<file path="src/rtl/spi_pkg.sv">
// Shared types and default sizing for the SPI transmit queue and its master wrapper.
package spi_pkg;

    typedef enum logic [1:0] {
        IDLE      = 2'd0,
        LOAD      = 2'd1,
        WAIT_DONE = 2'd2
    } spi_state_t;

    localparam int SPI_DEPTH  = 8;
    localparam int SPI_DATA_W = 8;

endpackage

</file>
<file path="src/rtl/sync_fifo.sv">
// Single-clock FIFO with an array-based store and a registered head output updated on pop.
module sync_fifo
    import spi_pkg::*;
#(
    parameter int DEPTH  = SPI_DEPTH,
    parameter int DATA_W = SPI_DATA_W,
    localparam int AW    = $clog2(DEPTH)
) (
    input  logic              clk,
    input  logic              rst,
    input  logic              push,
    input  logic              pop,
    input  logic [DATA_W-1:0] din,
    output logic [DATA_W-1:0] dout,
    output logic              full,
    output logic              empty,
    output logic [AW:0]       level
);

    localparam logic [AW:0]   LVL_FULL = DEPTH[AW:0];
    localparam logic [AW:0]   LVL_ONE  = 1;
    localparam logic [AW-1:0] PTR_ONE  = 1;

    logic [DATA_W-1:0] r_mem [DEPTH];
    logic [AW-1:0]     r_wr_ptr;
    logic [AW-1:0]     r_rd_ptr;
    logic [AW:0]       r_level;
    logic [DATA_W-1:0] r_dout;

    logic w_full;
    logic w_empty;
    logic w_pop_ok;
    logic w_push_ok;

    assign w_full    = (r_level == LVL_FULL);
    assign w_empty   = (r_level == '0);
    assign w_pop_ok  = pop & ~w_empty;
    // A pop in the same cycle frees a slot, so a push into a full FIFO is still accepted.
    assign w_push_ok = push & (~w_full | w_pop_ok);

    always_ff @(posedge clk) begin
        if (w_push_ok) begin
            r_mem[r_wr_ptr] <= din;
        end
    end

    always_ff @(posedge clk or negedge rst) begin
        if (!rst) begin
            r_wr_ptr <= '0;
            r_rd_ptr <= '0;
            r_level  <= '0;
            r_dout   <= '0;
        end else begin
            if (w_push_ok) begin
                r_wr_ptr <= r_wr_ptr + PTR_ONE;
            end
            if (w_pop_ok) begin
                r_rd_ptr <= r_rd_ptr + PTR_ONE;
                r_dout   <= r_mem[r_rd_ptr];
            end
            case ({w_push_ok, w_pop_ok})
                2'b10:   r_level <= r_level + LVL_ONE;
                2'b01:   r_level <= r_level - LVL_ONE;
                default: r_level <= r_level;
            endcase
        end
    end

    assign dout  = r_dout;
    assign full  = w_full;
    assign empty = w_empty;
    assign level = r_level;

endmodule

</file>
<file path="src/rtl/spi_tx_queue.sv">
// Byte queue feeding the SPI master: pops one byte, strobes load for a cycle, waits for busy to drop.
module spi_tx_queue
    import spi_pkg::*;
#(
    parameter int DEPTH  = SPI_DEPTH,
    parameter int DATA_W = SPI_DATA_W
) (
    input  logic                     clk,
    input  logic                     rst,
    input  logic [DATA_W-1:0]        wr_data,
    input  logic                     wr_en,
    output logic                     full,
    output logic                     empty,
    output logic [$clog2(DEPTH):0]   level,
    output logic                     overflow,
    input  logic                     ovf_clr,
    input  logic                     enable,
    output logic [DATA_W-1:0]        spi_data,
    output logic                     spi_load,
    input  logic                     spi_busy,
    output logic                     byte_done,
    output logic                     idle
);

    spi_state_t r_state;
    logic       r_spi_load;
    logic       r_overflow;

    logic                   w_full;
    logic                   w_empty;
    logic                   w_pop;
    logic                   w_ovf_set;
    logic [DATA_W-1:0]      w_fifo_dout;
    logic [$clog2(DEPTH):0] w_level;

    assign w_pop     = (r_state == IDLE) & enable & ~w_empty;
    assign w_ovf_set = wr_en & w_full & ~w_pop;

    sync_fifo #(
        .DEPTH  (DEPTH),
        .DATA_W (DATA_W)
    ) u_fifo (
        .clk   (clk),
        .rst   (rst),
        .push  (wr_en),
        .pop   (w_pop),
        .din   (wr_data),
        .dout  (w_fifo_dout),
        .full  (w_full),
        .empty (w_empty),
        .level (w_level)
    );

    always_ff @(posedge clk or negedge rst) begin
        if (!rst) begin
            r_state    <= IDLE;
            r_spi_load <= 1'b0;
        end else begin
            case (r_state)
                IDLE: begin
                    if (w_pop) begin
                        r_state    <= LOAD;
                        r_spi_load <= 1'b1;
                    end
                end
                LOAD: begin
                    r_state    <= WAIT_DONE;
                    r_spi_load <= 1'b0;
                end
                WAIT_DONE: begin
                    if (!spi_busy) begin
                        r_state <= IDLE;
                    end
                end
                default: begin
                    r_state    <= IDLE;
                    r_spi_load <= 1'b0;
                end
            endcase
        end
    end

    // Setting wins over clearing so a write-while-full is never lost.
    always_ff @(posedge clk or negedge rst) begin
        if (!rst) begin
            r_overflow <= 1'b0;
        end else if (w_ovf_set) begin
            r_overflow <= 1'b1;
        end else if (ovf_clr) begin
            r_overflow <= 1'b0;
        end
    end

    // byte_done must coincide with the cycle busy is seen low, so it is decoded from state and busy.
    assign byte_done = (r_state == WAIT_DONE) & ~spi_busy;
    assign idle      = (r_state == IDLE) & w_empty;
    assign spi_load  = r_spi_load;
    assign spi_data  = w_fifo_dout;
    assign full      = w_full;
    assign empty     = w_empty;
    assign level     = w_level;
    assign overflow  = r_overflow;

endmodule

</file>
<file path="config.mk">
export PLATFORM = sky130hd
export DESIGN_NAME = spi_tx_queue
export DESIGN_NICKNAME = d
export VERILOG_FILES = /design/src/rtl/spi_pkg.sv /design/src/rtl/sync_fifo.sv /design/src/rtl/spi_tx_queue.sv
export SDC_FILE = /design/constraint.sdc
export NUM_CORES = 1
export LEC_CHECK = 0
export ABC_AREA = 1
export BUFFER_PORTS_ARGS = -buffer_cell sky130_fd_sc_hd__buf_2
export CORE_ASPECT_RATIO = 0.9
export CORE_MARGIN = 2
export CORE_UTILIZATION = 58
export DETAILED_ROUTE_END_ITERATION = 12
export PLACE_DENSITY = 0.79
export SETUP_SLACK_MARGIN = 0.5
export SYNTH_ARGS = -nofsm -noshare
export SYNTH_HDL_FRONTEND = slang
export SYNTH_HIERARCHICAL = 1
export SYNTH_SLANG_ARGS = --single-unit
</file>
<file path="constraint.sdc">
create_clock -name clk -period 2.8 [get_ports clk]
set_input_delay 0 -clock clk [delete_from_list [all_inputs] [get_ports clk]]
set_output_delay 0 -clock clk [all_outputs]
set_load 0.05 [all_outputs]
</file>
==> results, run 1 <==
- The flow ran to the end, and the final reports show no timing, DRC or antenna violations.
- The largest clock skew in the final design is 0.00812 ns.
- In this run the worst hold path is classified as input port to flip-flop.
- The die covers 6840 um^2.
- Dividing the final minimum period by the clock period gives 0.759.
- Across the VDD grid, the largest voltage drop is 0.000657 V.
- Sorting the synthesized cells by area gives the leading types as sky130_fd_sc_hd__edfxtp_1 54%, sky130_fd_sc_hd__dfrtp_1 15%, sky130_fd_sc_hd__nor2_1 5.7%, sky130_fd_sc_hd__nand2_1 3.9%, sky130_fd_sc_hd__o211ai_1 3.3%.
- In this run the number of H-tree levels came out at 3.
- The top cell types in the final layout, fill and taps aside, are 64 x sky130_fd_sc_hd__edfxtp_1, 54 x sky130_fd_sc_hd__nor2_1, 37 x sky130_fd_sc_hd__nand2_1.
- The number of endpoints with negative hold slack in the final report is 0.
- The worst hold path passes through 5 cells.
- The tightest hold path in the finished design has a slack of 0.0411 ns.
- The number of nets in the synthesized netlist is 327.
- The count of buffers added on input and output ports is 31.
- Data on the critical path arrives at its endpoint at between 2 and 2.5 ns.
- The worst pin sits at a relative slew slack of 0.619.
- In this run the standard cell core region covers 6050 um^2.
- For the pin with the worst max-slew slack, the measured transition is 0.571 ns.
- The clock insertion delay at the later pin of the skew report is 0.34 ns.
- After detailed routing, the total wire length is ~7400 um.
- STA classifies the critical path endpoint as a flip-flop.
- After clock tree synthesis, the clock-pin slew on the worst setup and hold paths is around 0.090 ns.
- Dividing the detail-routed via count by the number of cells gives 5.51.
- Measured in cells, the most critical reg-to-reg path has a length of 12.
- In this run, synthesis produced a sequential element count of 86.
- Setup violations remaining at the end of the flow were counted as 0.
- In the final layout, the share of cells above drive strength 1 is 0.243.
- Across all layers, the routed design uses 2,419 vias.
- The TritonCTS clock tree is yes.
- The fmax is 471 MHz.
- The first global-routing pass estimated 11,400 um of wire.
- The number of buffers on the longest clock path is 2.
- At the end of routability-driven placement, the weighted congestion stood at 0.830.
- The TritonCTS buffer count is 9.
- The critical path in this run is classified as flip-flop to flip-flop.
- Of the post-synthesis cell area, the dominant cell type holds 0.535.
- Summed over all instances, the cell type with the most area after synthesis is sky130_fd_sc_hd__edfxtp_1.
- The remaining antenna violation count after routing is 0.
- The fill cell instance count of the final layout is 424.
- The cell area after synthesis is about 3600 um^2.
- The total global routing track utilization is 0.226.
- The floorplan step set the die width to 87.0 um.
- After detailed routing, the average wire length per cell comes to 16.8 um.
- Power spread over the standard cell area amounts to 1100 nW/um^2.
- The final max-slew violation count came to 0.
- The tree is rooted in a sky130_fd_sc_hd__clkbuf_8.
- CTS saw between 80 and 90 sinks.
- The overall overflow remaining after global route is 0.
- The number of global-route vias before repair is approximately 2,400.
- 0 antenna diodes ended up in the layout.
- The number of antenna violations at the first check in global routing is 0.
- The leakage power total is 1.71 nW.
- The time the worst path needs with I/O delays and setup is 2.13 ns.
- The fraction of the yosys area taken by sequential cells is 0.688.
- In this run the mean area of a mapped cell was 11.7 um^2.
- Setup repair after global routing left no endpoint under its margin.
- The first routing iteration left between 200 and 250 violations.
- Along the worst path, the maximum fanout reaches 13.
- Once detailed placement completed, the half-perimeter wirelength came to 4680 um.
- The number of distinct library cell variants in the gate-level netlist after synthesis is 26.
- The most common cell after layout, fill and taps aside is sky130_fd_sc_hd__edfxtp_1.
- The data required time of the worst path is 2.84 ns.
- In the routed design, unresolved DRC markers number 0.
- The starting density of the core is 0.594.
- The net total in the final layout is 381.
- Summing all multi-input logic gate instances after layout gives 1020 um^2.
- The total number of yosys warnings is 6.
- The tool flagged a number of max-cap violations equal to 0.
- The total negative setup slack is 0 ns.
- The count of mapped cells out of synthesis is 308.
- STA classifies the critical path startpoint as a flip-flop.
- The I/O pin count is 32.
- In this run the core area contains 27 standard-cell rows.
- The die is 78.7 um tall.
- Entering global routing, the biggest net connects 34 pins.
- The number of search-and-repair iterations in the first detailed-routing pass is 4.
- Summing all flip-flop and latch instances after layout gives 2480 um^2.
- The post-synthesis to final-layout area growth is 18.9%.
[worst paths after layout]
kind / from / to / slack, ns
max: u_fifo/level[1] / u_fifo/r_mem[3][4] / 0.67
min reg2reg: u_fifo/dout[2] / u_fifo/dout[2] / 0.48
max reg2reg: u_fifo/level[1] / u_fifo/r_mem[3][4] / 0.67
max in group asynchronous: rst / u_fifo/level[2] / 2.29
min: enable / r_state[0] / 0.04
min in group asynchronous: rst / u_fifo/r_wr_ptr[0] / 0.15
[layout make-up]
cell class	count	share of cell area
clock buffer	14	0.0504
clock inverter	2	0.00381
inverter	21	0.0199
multi-input combinational	189	0.239
sequential	86	0.580
tap	72	0.0211
timing repair buffer	55	0.0855
[critical path, stage by stage, from the launching register on]
cell and delay [ns]:
sky130_fd_sc_hd__dfrtp_2 0.42, sky130_fd_sc_hd__nor2_4 0.04, sky130_fd_sc_hd__nand2_2 0.11, sky130_fd_sc_hd__clkinvlp_4 0.13, sky130_fd_sc_hd__nor2_4 0.09, sky130_fd_sc_hd__nand2_2 0.08
sky130_fd_sc_hd__inv_2 0.06, sky130_fd_sc_hd__nand2_2 0.06, sky130_fd_sc_hd__buf_4 0.19, sky130_fd_sc_hd__nand2_2 0.13, sky130_fd_sc_hd__nand2_2 0.13, sky130_fd_sc_hd__nor3_2 0.15
sky130_fd_sc_hd__buf_4 0.23
[flip-flops by register name, indices dropped and copies added (netlist names)]
name / flops
overflow: 1
r_state: 2
spi_load: 1
u_fifo/dout: 8
u_fifo/level: 4
u_fifo/r_mem: 64
u_fifo/r_rd_ptr: 3
u_fifo/r_wr_ptr: 3
[power breakdown]
part,internal (mW),switching (mW),leakage [nW],total (mW)
combinational,0.569,1.31,0.748,1.88
clock,0.507,0.419,0.116,0.927
sequential,1.68,0.226,0.843,1.90
[metal layers]
layer  share of wire  global-route usage  vias to the layer above
met3           0.056              0.0326                        6
met5               0                   0                        -
met4           0.010              0.0922                        0
met2            0.51               0.376                       69
met1            0.42               0.299                     1176
li1                -                   -                     1168
[synthesized netlist by cell type, drive strengths merged]
cell    count
a21oi       3
buf        12
clkinv      1
dfrtp      22
edfxtp     64
fa          1
ha          4
inv        20
nand2      46
nand3      17
nor2       58
nor3        4
nor3b       1
nor4        1
o211ai     16
o21ai      33
xnor2       1
xor2        4
[timing repair]
action                     4_1_cts  5_1_grt
setup buffers                    0        1
resized for setup                0        2
hold endpoints to repair        89        0
hold buffers                    12        0
setup endpoints to repair        0        1
[stage by stage]
| stage | power (mW) | util | worst slack, ns | std cells | instance area, um^2 |
|---|---|---|---|---|---|
| global placement | 3.70 | 0.646 | 0.725 | 410 | 3910 |
| global route | 4.98 | 0.706 | 0.498 | 439 | 4270 |
| detailed placement | 3.76 | 0.646 | 0.645 | 410 | 3910 |
| CTS | 4.70 | 0.704 | 0.635 | 438 | 4260 |
| floorplan | 3.29 | - | 0.443 | 308 | 3650 |
| finish | 4.71 | 0.706 | 0.675 | 439 | 4270 |
[kinds of logic after synthesis]
group / share of synthesized area
buffers and inverters: 0.0418
AO/OA/AOI/OAI: 0.0836
flip-flops: 0.688
AND/OR/NAND/NOR: 0.155
adder cells (fa/ha/maj): 0.0195
XOR/XNOR: 0.0122
No activity file was read; power rests on OpenSTA's default activity.
==> run 2: changes to the inputs <==
CORE_UTILIZATION = 53   (was 58)
PLACE_DENSITY = 0.76   (was 0.79)
clock period = 1.8 ns   (was 2.8 ns; I/O delays follow)
==> results, run 2 (synthesized netlist as in run 1, its figures left out) <==
- The final max-slew violation count came to 0.
- The first global-routing pass estimated ~14,000 um of wire.
- The CTS H-tree depth is 3.
- The worst hold path belongs to the class input port to flip-flop.
- The total wire length is between 8000 and 9000 um.
- The type of the setup path with the least slack is flip-flop to flip-flop.
- In the layout the commonest cells are 64 x sky130_fd_sc_hd__edfxtp_1, 50 x sky130_fd_sc_hd__nor2_1, 28 x sky130_fd_sc_hd__buf_2.
- The overall via count from detail_route is ~2,800.
- In the routed design, unresolved DRC markers number 0.
- For this configuration, the core starts out at a cell density of 0.545.
- The depth of the worst register-to-register path is 9.
- The placed instance count is 450.
- The slack of the worst reg-to-reg path is -0.16 ns.
- The register bank with the most flops is u_fifo/r_mem.
- The hold-critical path endpoint is u_fifo/r_wr_ptr[1].
- Once routing completed, OpenROAD measured the worst setup slack at -0.156 ns.
- The initial DRC count is 266.
- The total of buffers placed on input and output ports is 31.
- In this run the worst path has a maximum fanout of 5.
- Entering global routing, the biggest net connects 25 pins.
- The relative slew slack is 0.653.
- Setup repair after global routing could not meet its margin everywhere.
- The endpoint kind of the worst setup timing path is a flip-flop.
- The worst setup path is launched from a flip-flop.
- The checks that failed: negative setup slack.
- The final cycle utilization of the critical path is 1.09.
- In this run the remaining antenna-violating nets after routing total 0.
- The core region is 6590 um^2.
- The post-synthesis to final-layout area growth is 37.9%.
- The number of max-cap violations is 0.
- The floorplan has 28 rows.
- The worst register-to-register path ends at u_fifo/r_mem[2][5].
- The register with the most flip-flops in the layout has 64 of them.
- The final number of setup-violating endpoints is 68.
- The net count of the finished layout is about 420.
- The x dimension of the die is 90.8 um.
- The number of buffers on the longest clock path is 2.
- The repair_antennas step left the layout with diodes totalling 0.
- The TritonCTS buffer count is 9.
- The most common cell after layout, fill and taps aside is sky130_fd_sc_hd__edfxtp_1.
- CTS placed an instance of sky130_fd_sc_hd__clkbuf_8 at the clock tree root.
- In this run the static leakage power is 1.96 nW.
- TritonCTS built the clock tree.
- The worst register-to-register path begins at u_fifo/level[2].
- For this run, the total global-route usage over all layers was measured as 0.249.
- The overall overflow remaining after global route is 0.
- Timing would allow up to 511 MHz.
- The die covers 7450 um^2.
- The cell depth of the worst min-delay path is 3.
- In this run the power density over the cells is 1700 nW/um^2.
- The time the worst path needs with I/O delays and setup is 1.96 ns.
- The routability congestion estimate from global placement is 0.854.
- The number of global-route vias before repair is 2,731.
- The number of endpoints with negative hold slack in the final report came to 0.
- For this design the top-level I/O count stands at 32.
- The fill cell instance count of the final layout is 397.
- The total half-perimeter wirelength after legalization and detailed placement is 5160 um.
- The placed instances occupy a cell area of approximately 4200 um^2.
- STA puts the critical path data arrival time at 2.03 ns.
- The maximum vdd ir drop is 0.00138 V.
- The completed layout was analyzed and its total power is 8.44 mW.
- The tree built by TritonCTS fans out to 86 sinks.
- The largest clock skew in the final design is 0.00800 ns.
- The die is 82.1 um tall.
- In the final routed layout, each cell accounts on average for 17.8 um.
- Clock-pin slew was measured on the worst setup and hold paths at 0.08 ns.
- In the final layout, the share of cells above drive strength 1 is 0.388.
- The transition at the pin with the smallest max-transition slack is approximately 0.52 ns.
- The per-cell via count in the routed design is around 5.6.
- The total non-filler cell area in the finished layout is between 4000 and 5000 um^2.
- Leaving out filler cells and counting taps, the final layout contains 492.
- The flow ran to the end, but the final reports show violations.
- Clock latency on the worst-skew pair, taken at its later pin, is 0.36 ns.
- The number of search-and-repair iterations in the first detailed-routing pass is 7.
- In this run the most critical hold path is launched from wr_en.
- At the worst endpoint, the required time is 1.87 ns.
- The number of antenna violations at the first check in global routing came to 0.
-- run 2: cell count changes in the layout (fill, tap and decap cells not counted), sizes merged --
| cell | before | now |
|---|---|---|
| clkinv | 1 | 5 |
| bufinv | 0 | 1 |
| buf | 43 | 79 |
| clkbuf | 14 | 10 |
| dlygate4sd3 | 12 | 11 |
| inv | 20 | 19 |
-- run 2: cell type report --
type	count	area, um^2	area share
Clock buffer	10	128	0.0258
Clock inverter	6	62.6	0.0126
Inverter	21	91.3	0.0184
Multi-Input combinational cell	189	1270	0.257
Sequential cell	86	2480	0.500
Tap cell	90	113	0.0227
Timing Repair Buffer	90	811	0.164
-- run 2: what timing repair did --
action | 4_1_cts | 5_1_grt
gates cloned | 2 | 0
gates resized for setup | 51 | 19
setup buffers | 10 | 3
setup endpoints to repair | 86 | 87
hold buffers | 11 | 0
hold endpoints to repair | 88 | 0
pin swaps | 9 | 9
-- run 2: worst max-delay path, cell delays in order, from the launching register on --
cell and delay, ns:
sky130_fd_sc_hd__dfrtp_2 0.37, sky130_fd_sc_hd__buf_4 0.13, sky130_fd_sc_hd__inv_1 0.07, sky130_fd_sc_hd__nand3_1 0.19, sky130_fd_sc_hd__clkinvlp_4 0.18, sky130_fd_sc_hd__nand2_4 0.16
sky130_fd_sc_hd__nand3_4 0.12, sky130_fd_sc_hd__buf_12 0.18, sky130_fd_sc_hd__nor2_4 0.11, sky130_fd_sc_hd__buf_6 0.14
-- run 2: through the flow --
stage / setup WS, ns / utilization / setup TNS [ns] / hold WS (ns)
global route: -0.268 / 0.752 / -11.57 / 0.0485
global placement: -0.0448 / 0.642 / -0.0448 / -0.00109
detailed placement: -0.125 / 0.642 / -0.529 / 0.00366
floorplan: -0.541 / - / -31.77 / -0.296
CTS: -0.0886 / 0.735 / -0.425 / 0.0122
finish: -0.156 / 0.752 / -6.27 / 0.0566
-- run 2: worst max path at each step --
stage                                from            endpoint  slack (ns)  cells after the start
after floorplan           u_fifo/level[1]     u_fifo/level[3]       -0.54                     17
after global placement    u_fifo/level[1]     u_fifo/level[3]       -0.04                     18
after detailed placement  u_fifo/level[1]     u_fifo/level[3]       -0.13                     18
after CTS                 u_fifo/level[0]     u_fifo/level[2]       -0.09                     14
after global routing      u_fifo/level[1]     u_fifo/level[3]       -0.27                     17
final                     u_fifo/level[2]  u_fifo/r_mem[2][5]       -0.16                      9
-- run 2: metal layers --
metal / share of wire / vias to the layer above / GRT usage
li1: - / 1244 / -
met1: 0.40 / 1379 / 0.288
met2: 0.52 / 104 / 0.457
met3: 0.056 / 31 / 0.0662
met4: 0.030 / 0 / 0.0939
met5: 0 / - / 0
-- run 2: where the power goes --
part	internal, mW	switching, mW	leakage (nW)
sequential	2.61	0.236	0.843
clock	0.642	0.676	0.100
combinational	1.57	2.71	1.02
